File: config.mk
export PLATFORM = sky130hd
export DESIGN_NAME = alu_issue_seq
export DESIGN_NICKNAME = d
export VERILOG_FILES = /design/src/rtl/alu_issue_seq.sv
export SDC_FILE = /design/constraint.sdc
export NUM_CORES = 1
export LEC_CHECK = 0
export ABC_CLOCK_PERIOD_IN_PS = 1900
export CORE_ASPECT_RATIO = 1.5
export CORE_MARGIN = 2
export CORE_UTILIZATION = 46
export CTS_BUF_LIST = sky130_fd_sc_hd__clkbuf_2 sky130_fd_sc_hd__clkbuf_4 sky130_fd_sc_hd__clkbuf_8
export DETAILED_ROUTE_END_ITERATION = 7
export GPL_ROUTABILITY_DRIVEN = 0
export GPL_TIMING_DRIVEN = 0
export PLACE_DENSITY_LB_ADDON = 0.12
export SLEW_MARGIN = 20
export SYNTH_ARGS = -nofsm -noshare
export SYNTH_HDL_FRONTEND = slang
export SYNTH_SLANG_ARGS = --single-unit
File: constraint.sdc
create_clock -name clock -period 1.9 [get_ports clock]
set_clock_uncertainty 0.05 [all_clocks]
set_input_delay 0.19 -clock clock [delete_from_list [all_inputs] [get_ports clock]]
set_output_delay 0.19 -clock clock [all_outputs]
set_load 0.005 [all_outputs]
File: src/rtl/alu_issue_seq.sv
// Three-state issue sequencer for the registered MIPS ALU. It decodes one instruction,
// drives the ALU operands, and turns the ALU results into writeback, HI/LO, branch and trap pulses.
module alu_issue_seq #(
   parameter logic [63:0] RESET_HILO = 64'h0
) (
   input  logic        clock,
   input  logic        reset_n,
   input  logic        in_valid,
   output logic        in_ready,
   input  logic [31:0] instr,
   input  logic [31:0] rs_val,
   input  logic [31:0] rt_val,
   output logic [31:0] alu_x,
   output logic [31:0] alu_y,
   output logic [3:0]  alu_op,
   input  logic [31:0] alu_result,
   input  logic [31:0] alu_result2,
   input  logic        alu_of,
   input  logic        alu_equal,
   output logic        wb_valid,
   output logic [4:0]  wb_reg,
   output logic [31:0] wb_data,
   output logic [31:0] hi,
   output logic [31:0] lo,
   output logic        br_valid,
   output logic        br_taken,
   output logic        ov_trap,
   output logic        ill_trap,
   output logic        done
);

   localparam logic [1:0] S_IDLE  = 2'd0;
   localparam logic [1:0] S_ISSUE = 2'd1;
   localparam logic [1:0] S_WAIT  = 2'd2;

   localparam logic [3:0] OP_SLL  = 4'h0;
   localparam logic [3:0] OP_SRA  = 4'h1;
   localparam logic [3:0] OP_SRL  = 4'h2;
   localparam logic [3:0] OP_MULU = 4'h3;
   localparam logic [3:0] OP_DIVU = 4'h4;
   localparam logic [3:0] OP_ADD  = 4'h5;
   localparam logic [3:0] OP_SUB  = 4'h6;
   localparam logic [3:0] OP_AND  = 4'h7;
   localparam logic [3:0] OP_OR   = 4'h8;
   localparam logic [3:0] OP_XOR  = 4'h9;
   localparam logic [3:0] OP_NOR  = 4'hA;
   localparam logic [3:0] OP_SLT  = 4'hB;
   localparam logic [3:0] OP_SLTU = 4'hC;

   logic [1:0]  r_state;
   logic [31:0] r_alu_x;
   logic [31:0] r_alu_y;
   logic [3:0]  r_alu_op;
   logic [4:0]  r_dest;
   logic        r_cls_wb;
   logic        r_cls_mul;
   logic        r_cls_div;
   logic        r_div_zero;
   logic        r_cls_br;
   logic        r_br_ne;
   logic        r_cls_ovchk;
   logic        r_cls_ill;
   logic        r_sel_hi;
   logic        r_sel_lo;

   logic        r_wb_valid;
   logic [4:0]  r_wb_reg;
   logic [31:0] r_wb_data;
   logic [31:0] r_hi;
   logic [31:0] r_lo;
   logic        r_br_valid;
   logic        r_br_taken;
   logic        r_ov_trap;
   logic        r_ill_trap;
   logic        r_done;

   logic [5:0]  w_opc;
   logic [5:0]  w_fn;
   logic [4:0]  w_shamt;
   logic [31:0] w_simm;
   logic [31:0] w_zimm;
   logic        w_accept;
   logic        w_ov_hit;
   logic        w_unused;

   logic [31:0] w_x;
   logic [31:0] w_y;
   logic [3:0]  w_aop;
   logic [4:0]  w_dest;
   logic        w_wb;
   logic        w_mul;
   logic        w_div;
   logic        w_br;
   logic        w_bne;
   logic        w_ovchk;
   logic        w_ill;
   logic        w_mfhi;
   logic        w_mflo;

   assign w_opc    = instr[31:26];
   assign w_fn     = instr[5:0];
   assign w_shamt  = instr[10:6];
   assign w_simm   = {{16{instr[15]}}, instr[15:0]};
   assign w_zimm   = {16'h0000, instr[15:0]};
   assign w_unused = ^instr[25:21];

   assign in_ready = (r_state == S_IDLE);
   assign w_accept = in_valid & in_ready;
   assign w_ov_hit = r_cls_ovchk & alu_of;

   always_comb begin
      w_x     = rs_val;
      w_y     = rt_val;
      w_aop   = OP_AND;
      w_dest  = instr[15:11];
      w_wb    = 1'b0;
      w_mul   = 1'b0;
      w_div   = 1'b0;
      w_br    = 1'b0;
      w_bne   = 1'b0;
      w_ovchk = 1'b0;
      w_ill   = 1'b0;
      w_mfhi  = 1'b0;
      w_mflo  = 1'b0;
      if (w_opc == 6'h00) begin
         case (w_fn)
            6'h00: begin w_x = rt_val; w_y = {27'b0, w_shamt}; w_aop = OP_SLL; w_wb = 1'b1; end
            6'h02: begin w_x = rt_val; w_y = {27'b0, w_shamt}; w_aop = OP_SRL; w_wb = 1'b1; end
            6'h03: begin w_x = rt_val; w_y = {27'b0, w_shamt}; w_aop = OP_SRA; w_wb = 1'b1; end
            6'h04: begin w_x = rt_val; w_y = rs_val; w_aop = OP_SLL; w_wb = 1'b1; end
            6'h06: begin w_x = rt_val; w_y = rs_val; w_aop = OP_SRL; w_wb = 1'b1; end
            6'h07: begin w_x = rt_val; w_y = rs_val; w_aop = OP_SRA; w_wb = 1'b1; end
            6'h20: begin w_aop = OP_ADD;  w_wb = 1'b1; w_ovchk = 1'b1; end
            6'h21: begin w_aop = OP_ADD;  w_wb = 1'b1; end
            6'h22: begin w_aop = OP_SUB;  w_wb = 1'b1; w_ovchk = 1'b1; end
            6'h23: begin w_aop = OP_SUB;  w_wb = 1'b1; end
            6'h24: begin w_aop = OP_AND;  w_wb = 1'b1; end
            6'h25: begin w_aop = OP_OR;   w_wb = 1'b1; end
            6'h26: begin w_aop = OP_XOR;  w_wb = 1'b1; end
            6'h27: begin w_aop = OP_NOR;  w_wb = 1'b1; end
            6'h2A: begin w_aop = OP_SLT;  w_wb = 1'b1; end
            6'h2B: begin w_aop = OP_SLTU; w_wb = 1'b1; end
            6'h19: begin w_aop = OP_MULU; w_mul = 1'b1; end
            6'h1B: begin w_aop = OP_DIVU; w_div = 1'b1; end
            6'h10: begin w_x = '0; w_y = '0; w_wb = 1'b1; w_mfhi = 1'b1; end
            6'h12: begin w_x = '0; w_y = '0; w_wb = 1'b1; w_mflo = 1'b1; end
            default: begin w_x = '0; w_y = '0; w_ill = 1'b1; end
         endcase
      end else begin
         w_dest = instr[20:16];
         case (w_opc)
            6'h08: begin w_y = w_simm; w_aop = OP_ADD;  w_wb = 1'b1; w_ovchk = 1'b1; end
            6'h09: begin w_y = w_simm; w_aop = OP_ADD;  w_wb = 1'b1; end
            6'h0A: begin w_y = w_simm; w_aop = OP_SLT;  w_wb = 1'b1; end
            6'h0B: begin w_y = w_simm; w_aop = OP_SLTU; w_wb = 1'b1; end
            6'h0C: begin w_y = w_zimm; w_aop = OP_AND;  w_wb = 1'b1; end
            6'h0D: begin w_y = w_zimm; w_aop = OP_OR;   w_wb = 1'b1; end
            6'h0E: begin w_y = w_zimm; w_aop = OP_XOR;  w_wb = 1'b1; end
            6'h0F: begin w_x = w_zimm; w_y = 32'd16; w_aop = OP_SLL; w_wb = 1'b1; end
            6'h04: begin w_aop = OP_SUB; w_br = 1'b1; end
            6'h05: begin w_aop = OP_SUB; w_br = 1'b1; w_bne = 1'b1; end
            default: begin w_x = '0; w_y = '0; w_ill = 1'b1; end
         endcase
      end
   end

   // T0: accept and issue; T1: ALU samples operands; T2: capture
   always_ff @(posedge clock or negedge reset_n) begin
      if (!reset_n) begin
         r_state     <= S_IDLE;
         r_alu_x     <= '0;
         r_alu_y     <= '0;
         r_alu_op    <= '0;
         r_dest      <= '0;
         r_cls_wb    <= 1'b0;
         r_cls_mul   <= 1'b0;
         r_cls_div   <= 1'b0;
         r_div_zero  <= 1'b0;
         r_cls_br    <= 1'b0;
         r_br_ne     <= 1'b0;
         r_cls_ovchk <= 1'b0;
         r_cls_ill   <= 1'b0;
         r_sel_hi    <= 1'b0;
         r_sel_lo    <= 1'b0;
      end else begin
         case (r_state)
            S_IDLE: begin
               if (w_accept) begin
                  r_state     <= S_ISSUE;
                  r_alu_x     <= w_x;
                  r_alu_y     <= w_y;
                  r_alu_op    <= w_aop;
                  r_dest      <= w_dest;
                  r_cls_wb    <= w_wb;
                  r_cls_mul   <= w_mul;
                  r_cls_div   <= w_div;
                  r_div_zero  <= (rt_val == 32'h0);
                  r_cls_br    <= w_br;
                  r_br_ne     <= w_bne;
                  r_cls_ovchk <= w_ovchk;
                  r_cls_ill   <= w_ill;
                  r_sel_hi    <= w_mfhi;
                  r_sel_lo    <= w_mflo;
               end
            end
            S_ISSUE: r_state <= S_WAIT;
            S_WAIT:  r_state <= S_IDLE;
            default: r_state <= S_IDLE;
         endcase
      end
   end

   // T2: results registered, visible as one-cycle pulses in the following cycle
   always_ff @(posedge clock or negedge reset_n) begin
      if (!reset_n) begin
         r_wb_valid <= 1'b0;
         r_wb_reg   <= '0;
         r_wb_data  <= '0;
         r_hi       <= RESET_HILO[63:32];
         r_lo       <= RESET_HILO[31:0];
         r_br_valid <= 1'b0;
         r_br_taken <= 1'b0;
         r_ov_trap  <= 1'b0;
         r_ill_trap <= 1'b0;
         r_done     <= 1'b0;
      end else begin
         r_wb_valid <= 1'b0;
         r_br_valid <= 1'b0;
         r_ov_trap  <= 1'b0;
         r_ill_trap <= 1'b0;
         r_done     <= 1'b0;
         if (r_state == S_WAIT) begin
            r_done     <= 1'b1;
            r_ill_trap <= r_cls_ill;
            r_ov_trap  <= w_ov_hit;
            if (r_cls_wb && !w_ov_hit && (r_dest != 5'd0)) begin
               r_wb_valid <= 1'b1;
               r_wb_reg   <= r_dest;
               r_wb_data  <= r_sel_hi ? r_hi : (r_sel_lo ? r_lo : alu_result);
            end
            if (r_cls_br) begin
               r_br_valid <= 1'b1;
               r_br_taken <= alu_equal ^ r_br_ne;
            end
            // divide by zero silently keeps the previous HI/LO
            if (r_cls_mul || (r_cls_div && !r_div_zero)) begin
               r_hi <= alu_result2;
               r_lo <= alu_result;
            end
         end
      end
   end

   assign alu_x    = r_alu_x;
   assign alu_y    = r_alu_y;
   assign alu_op   = r_alu_op;
   assign wb_valid = r_wb_valid;
   assign wb_reg   = r_wb_reg;
   assign wb_data  = r_wb_data;
   assign hi       = r_hi;
   assign lo       = r_lo;
   assign br_valid = r_br_valid;
   assign br_taken = r_br_taken;
   assign ov_trap  = r_ov_trap;
   assign ill_trap = r_ill_trap;
   assign done     = r_done;

endmodule
==> results of run 1 <==
==> worst max-delay path, cell delays in order <==
cell and delay [ns]:
clkdlybuf4s50_1 0.61, buf_2 0.27, nor2b_1 0.16, a221oi_1 0.08, o22a_1 0.26, a2111oi_4 0.41, a221oi_1 0.15
==> cells by family (layout without fill, tap and decap cells) <==
group | Yosys count | in the layout | synth area share
mux | 101 | 101 | 0.117
simple gates | 246 | 246 | 0.118
compound gates | 252 | 252 | 0.205
buf+inv | 76 | 443 | 0.0413
flops | 192 | 192 | 0.515
xor+xnor | 3 | 3 | 0.00282
==> synth_stat cells (all sizes together) (2+ instances only) <==
cell type,number
o22ai,4
nor2b,12
mux2,65
o21a,4
mux2i,36
a21o,21
and3,4
clkbuf,32
nor4bb,2
a2111oi,2
buf,40
o211ai,2
nor3b,2
a21oi,44
nor4,12
xnor2,3
nand2b,3
dfrtp,192
and2,7
a22o,20
nand3,3
nand2,88
nor3,5
nand4,2
nor2,104
a221o,11
o21ai,47
o31ai,21
a221oi,62
a31oi,7
inv,4
==> where the power goes <==
group | switching [mW] | leakage, nW | internal [mW]
clock | 1.50 | 0.202 | 1.35
sequential | 0.440 | 2.36 | 4.82
combinational | 1.42 | 3.27 | 2.03
total | 3.36 | 5.83 | 8.20
==> worst max path at each step <==
stage	slack, ns	startpoint	cells after the start	end
floorplan	0.19	r_dest[0]	4	wb_data[3]
global placement	-7.58	reset_n	1	alu_y[2]
detailed placement	-0.76	instr[1]	7	alu_x[9]
CTS	-0.005	instr[26]	7	alu_x[9]
global route	-0.01	r_dest[0]	5	wb_data[13]
finish	0.03	instr[5]	7	alu_op[0]
==> cell type report <==
type / count / area (sq um)
Fill cell: 1619 / 6210
Sequential cell: 192 / 4800
Multi-Input combinational cell: 602 / 4250
Timing Repair Buffer: 338 / 3430
Buffer: 69 / 408
Tap cell: 260 / 325
Clock buffer: 19 / 255
Clock inverter: 13 / 161
Inverter: 4 / 15.0
==> metal layers <==
layer / share of wire / track usage / routed length, um
met1: 0.37 / 0.331 / 11700
met3: 0.082 / 0.0767 / 2590
met5: 0 / 0 / 0
met2: 0.52 / 0.532 / 16400
met4: 0.030 / 0.0964 / 950
==> what timing repair did <==
item / in CTS / in global routing
hold buffers: 2 / 0
setup buffers: 0 / 2
resized for setup: 23 / 44
endpoints found under the setup margin: 166 / 107
hold endpoints to repair: 193 / 0
pin swaps: 1 / 1
==> reports/qor.yml, run 1 <==
cells_and_area:
  layout-drive-gt1-share: 0.157
  area_growth_pct: 46.3
  finalNonFillerCells: 1497
  post-route-util: 0.687
  n_antenna_cell: 0
  final_cell_mix: "clkdlybuf4s50_1 (325), dfrtp_1 (192), nor2_1 (102)"
  layout.cells.most_common: "clkdlybuf4s50_1"
  layout.nets: 1389
  stdcell_area_sq_um: 13700
floorplanning:
  core_sq_um: 19900
  die_w_um: 120
  dieArea_sq_um: 21500
  die_y_um: 178
  io_pins: 341
  start_util: 0.470
  placementRows: 63
pwr:
  power_mw: 11.6
  vdd_drop_max_mv: 0.524
  powerDensity_nw_per_um2: 846
  p_leak_nw: 5.83
critical_path:
  r2r-end: "wb_data[20]"
  cp_max_fo: 10
  cp-start-kind: "input port"
  worstPathArrival_ns: 2.14
  reg2reg_from: "r_dest[0]"
  end_kind: "flip-flop"
  required_ns: 2.18
  critPathKind: "in2reg"
  reg2reg_depth: 5
  reg2reg_slack_ns: 0.10
synthesis:
  ys_ff_latch: 192
  netlist_area_sq_um: 9330
  yosysWarnings: 0
  yosysSeqAreaShare: 0.515
  ys_top_cells_by_area: "dfrtp_1 (52%), mux2_2 (7.8%), a221oi_1 (4.2%)"
  synth_top_area_frac: 0.515
  synth_edf_count: 0
  synthArstFlopShare: 1.00
  synth_area_leader_cell: "dfrtp_1"
  syn-num-nets: 1035
  synthDistinctLibCells: 53
  avgSynthCellArea_sq_um: 10.7
  ys.flop_type: "dfrtp_1"
  syn-instance-count: 870
worst_hold_path:
  hold_depth: 4
  hold_path_class: "in2reg"
  hold_end: "r_cls_ovchk"
  hold_start: "instr[28]"
global_route:
  grt_util_all_layers: 0.292
  grt_pass1_vias: 8709
  overflow: 0
  grt_max_degree: 79
  grt_first_pass_wirelength_um: 48400
  antenna_found_initial: 0
sta:
  post-route-period-util: 0.982
  min_period_ns: 1.87
  fin_ws_ns: 0.0340
  max_freq_ghz: 0.536
  relSlewSlack: 0.600
  setup_viol: 0
  hold_ws_ns: 0.107
  rsz0062_at_grt: "true"
  finalSetupTns_ns: 0
  tightest_slew_ns: 0.600
  slew_violations: 0
  hold_violations: 0
detailed_routing:
  ant_nets: 0
  vias: 8643
  drc_errors: 0
  routed_wl_um: 31600
  drt-initial-drc-count: 603
  wl_per_cell_um: 21.1
  viasPerCell: 5.77
  drt-pass1-iter-count: 6
clocking:
  cts_buffers: 17
  cts_tree: "yes"
  insertion_delay_ns: 0.47
  clockBufferDepth: 2
  htreeDepth: 4
  ctsRootBufferMaster: "clkbuf_8"
  clk_pin_slew_ns: 0.09
  cts_sinks: 192
run:
  drv_cap: 0
place:
  dp_cells: 1464
  post-place-ws_ns: -0.757
  hpwl_um: 24200
  port_buffers: 332
  postPlaceCellArea_sq_um: 13000
outcome:
  run_status: "finished, final reports clean"
Power figures use the tool's default switching activity.
==> run 2: changes to the inputs <==
--- a/config.mk
+++ b/config.mk
@@ -7,7 +7,7 @@
 export LEC_CHECK = 0
 export ABC_CLOCK_PERIOD_IN_PS = 1900
 export CORE_ASPECT_RATIO = 1.5
-export CORE_MARGIN = 2
+export CORE_MARGIN = 5
 export CORE_UTILIZATION = 46
 export CTS_BUF_LIST = sky130_fd_sc_hd__clkbuf_2 sky130_fd_sc_hd__clkbuf_4 sky130_fd_sc_hd__clkbuf_8
 export DETAILED_ROUTE_END_ITERATION = 7
==> reports/qor.yml, run 2 (same netlist as run 1, synthesis figures left out) <==
global_route:
  overflow: 0
  grt_util_all_layers: 0.271
  antenna_found_initial: 0
  grt_pass1_vias: 8748
  grt_max_degree: 98
  grt_first_pass_wirelength_um: 49400
run:
  drv_cap: 0
clocking:
  cts_buffers: 17
  clk_pin_slew_ns: 0.09
  ctsRootBufferMaster: "clkbuf_8"
  cts_sinks: 192
  insertion_delay_ns: 0.48
  htreeDepth: 4
  clockBufferDepth: 2
  cts_tree: "yes"
detailed_routing:
  wl_per_cell_um: 21.6
  viasPerCell: 5.79
  drc_errors: 0
  routed_wl_um: 32300
  drt-pass1-iter-count: 5
  drt-initial-drc-count: 592
  vias: 8650
  ant_nets: 0
cells_and_area:
  layout-drive-gt1-share: 0.154
  area_growth_pct: 46.0
  layout.cells.most_common: "clkdlybuf4s50_1"
  final_cell_mix: "clkdlybuf4s50_1 (325), dfrtp_1 (192), nor2_1 (102)"
  n_antenna_cell: 0
  layout.nets: 1387
  fill_cells: 1615
pwr:
  seq_power_share: 0.448
  swShare: 0.285
  p_comb_frac: 0.297
  powerDensity_nw_per_um2: 857
  internal-power_mw: 8.34
  power_frac_clock: 0.254
  vdd_drop_max_mv: 0.514
  p_leak_nw: 5.84
  switchingPower_mw: 3.33
place:
  port_buffers: 332
  post-place-ws_ns: -0.707
  hpwl_um: 24700
floorplanning:
  die_w_um: 126
  io_pins: 341
  core_sq_um: 19900
  placementRows: 63
  start_util: 0.470
  die_y_um: 184
  dieArea_sq_um: 23300
sta:
  finalSetupTns_ns: 0
  rsz0062_at_grt: "true"
  relSlewSlack: 0.486
  min_period_ns: 1.87
  max_freq_ghz: 0.534
  tightest_slew_ns: 0.771
  post-route-period-util: 0.986
  slew_violations: 0
  setup_viol: 0
  hold_violations: 0
  fin_ws_ns: 0.0263
critical_path:
  end_kind: "flip-flop"
  required_ns: 2.27
  critPathKind: "in2reg"
  cp-start-kind: "input port"
  cp_max_fo: 10
  worstPathArrival_ns: 2.24
worst_hold_path:
  hold_path_class: "in2reg"
outcome:
  run_status: "finished, final reports clean"
## run 2: cell types whose count changed in the layout (fill, tap and decap cells not counted), sizes merged
cell,delta
bufinv,+1
inv,-1
clkinvlp,-3
buf,-3
clkinv,+1
clkbuf,+2
## run 2: per-layer routing
metal  vias to the layer above  global-route usage  share of wire
met5                         -                   0              0
met4                         0               0.112          0.039
met3                        90              0.0710          0.084
met2                       453               0.476           0.51
met1                      4199               0.314           0.37
li1                       3908                   -              -
## run 2: final timing paths
path / endpoint / depth (start not counted) / from / slack (ns)
max: alu_y[2] / 8 / instr[29] / 0.03
min: r_cls_div / 4 / instr[2] / 0.1
max reg2reg: wb_data[13] / 4 / r_dest[0] / 0.08
min reg2reg: r_cls_br / 2 / r_cls_br / 0.43
max in group asynchronous: alu_y[1] / 3 / reset_n / 0.57
min in group asynchronous: wb_data[18] / 2 / reset_n / 0.29
## run 2: repair_timing
action	CTS	global route
pin swaps	1	2
hold buffers	2	0
endpoints found under the setup margin	170	104
setup buffers	0	1
endpoints found under the hold margin	97	0
gates resized for setup	27	38
## run 2: power groups by stage
stage,Combinational (mW),Sequential [mW],Clock (mW)
6_report,3.47,5.24,2.97
5_1_grt,3.74,5.34,3.18
4_1_cts,3.47,5.24,3.03
3_5_place_dp,3.44,5.31,0
3_3_place_gp,3.38,5.29,0
2_1_floorplan,1.02,5.34,0
## run 2: layout make-up
type                    instances  area [sq um]  share of cell area
flip-flops and latches        192          4800               0.353
well taps                     260           325              0.0239
clock buffers                  20           269              0.0197
clock inverters                11           161              0.0118
plain buffers                  69           417              0.0306
inverters                       4          15.0             0.00110
repair buffers                336          3400               0.249
multi-input cells             602          4230               0.311
## run 2: per-stage QoR
stage	util	total power, mW	hold WS [ns]	instance area [sq um]	std cells
detailed placement	0.655	8.75	0.230	13000	1463
CTS	0.681	11.7	0.0512	13500	1495
floorplan	-	6.36	-0.156	9330	870
finish	0.686	11.7	0.0955	13600	1494
global placement	0.653	8.67	0.386	13000	1462
global route	0.686	12.3	0.0895	13600	1494
## run 2: critical path, cell delays in order
cell and delay (ns):
clkdlybuf4s50_1 0.62, nor3b_2 0.42, and2_1 0.19, buf_2 0.18, buf_2 0.27, a21oi_1 0.10, o22ai_1 0.15, a21o_1 0.11
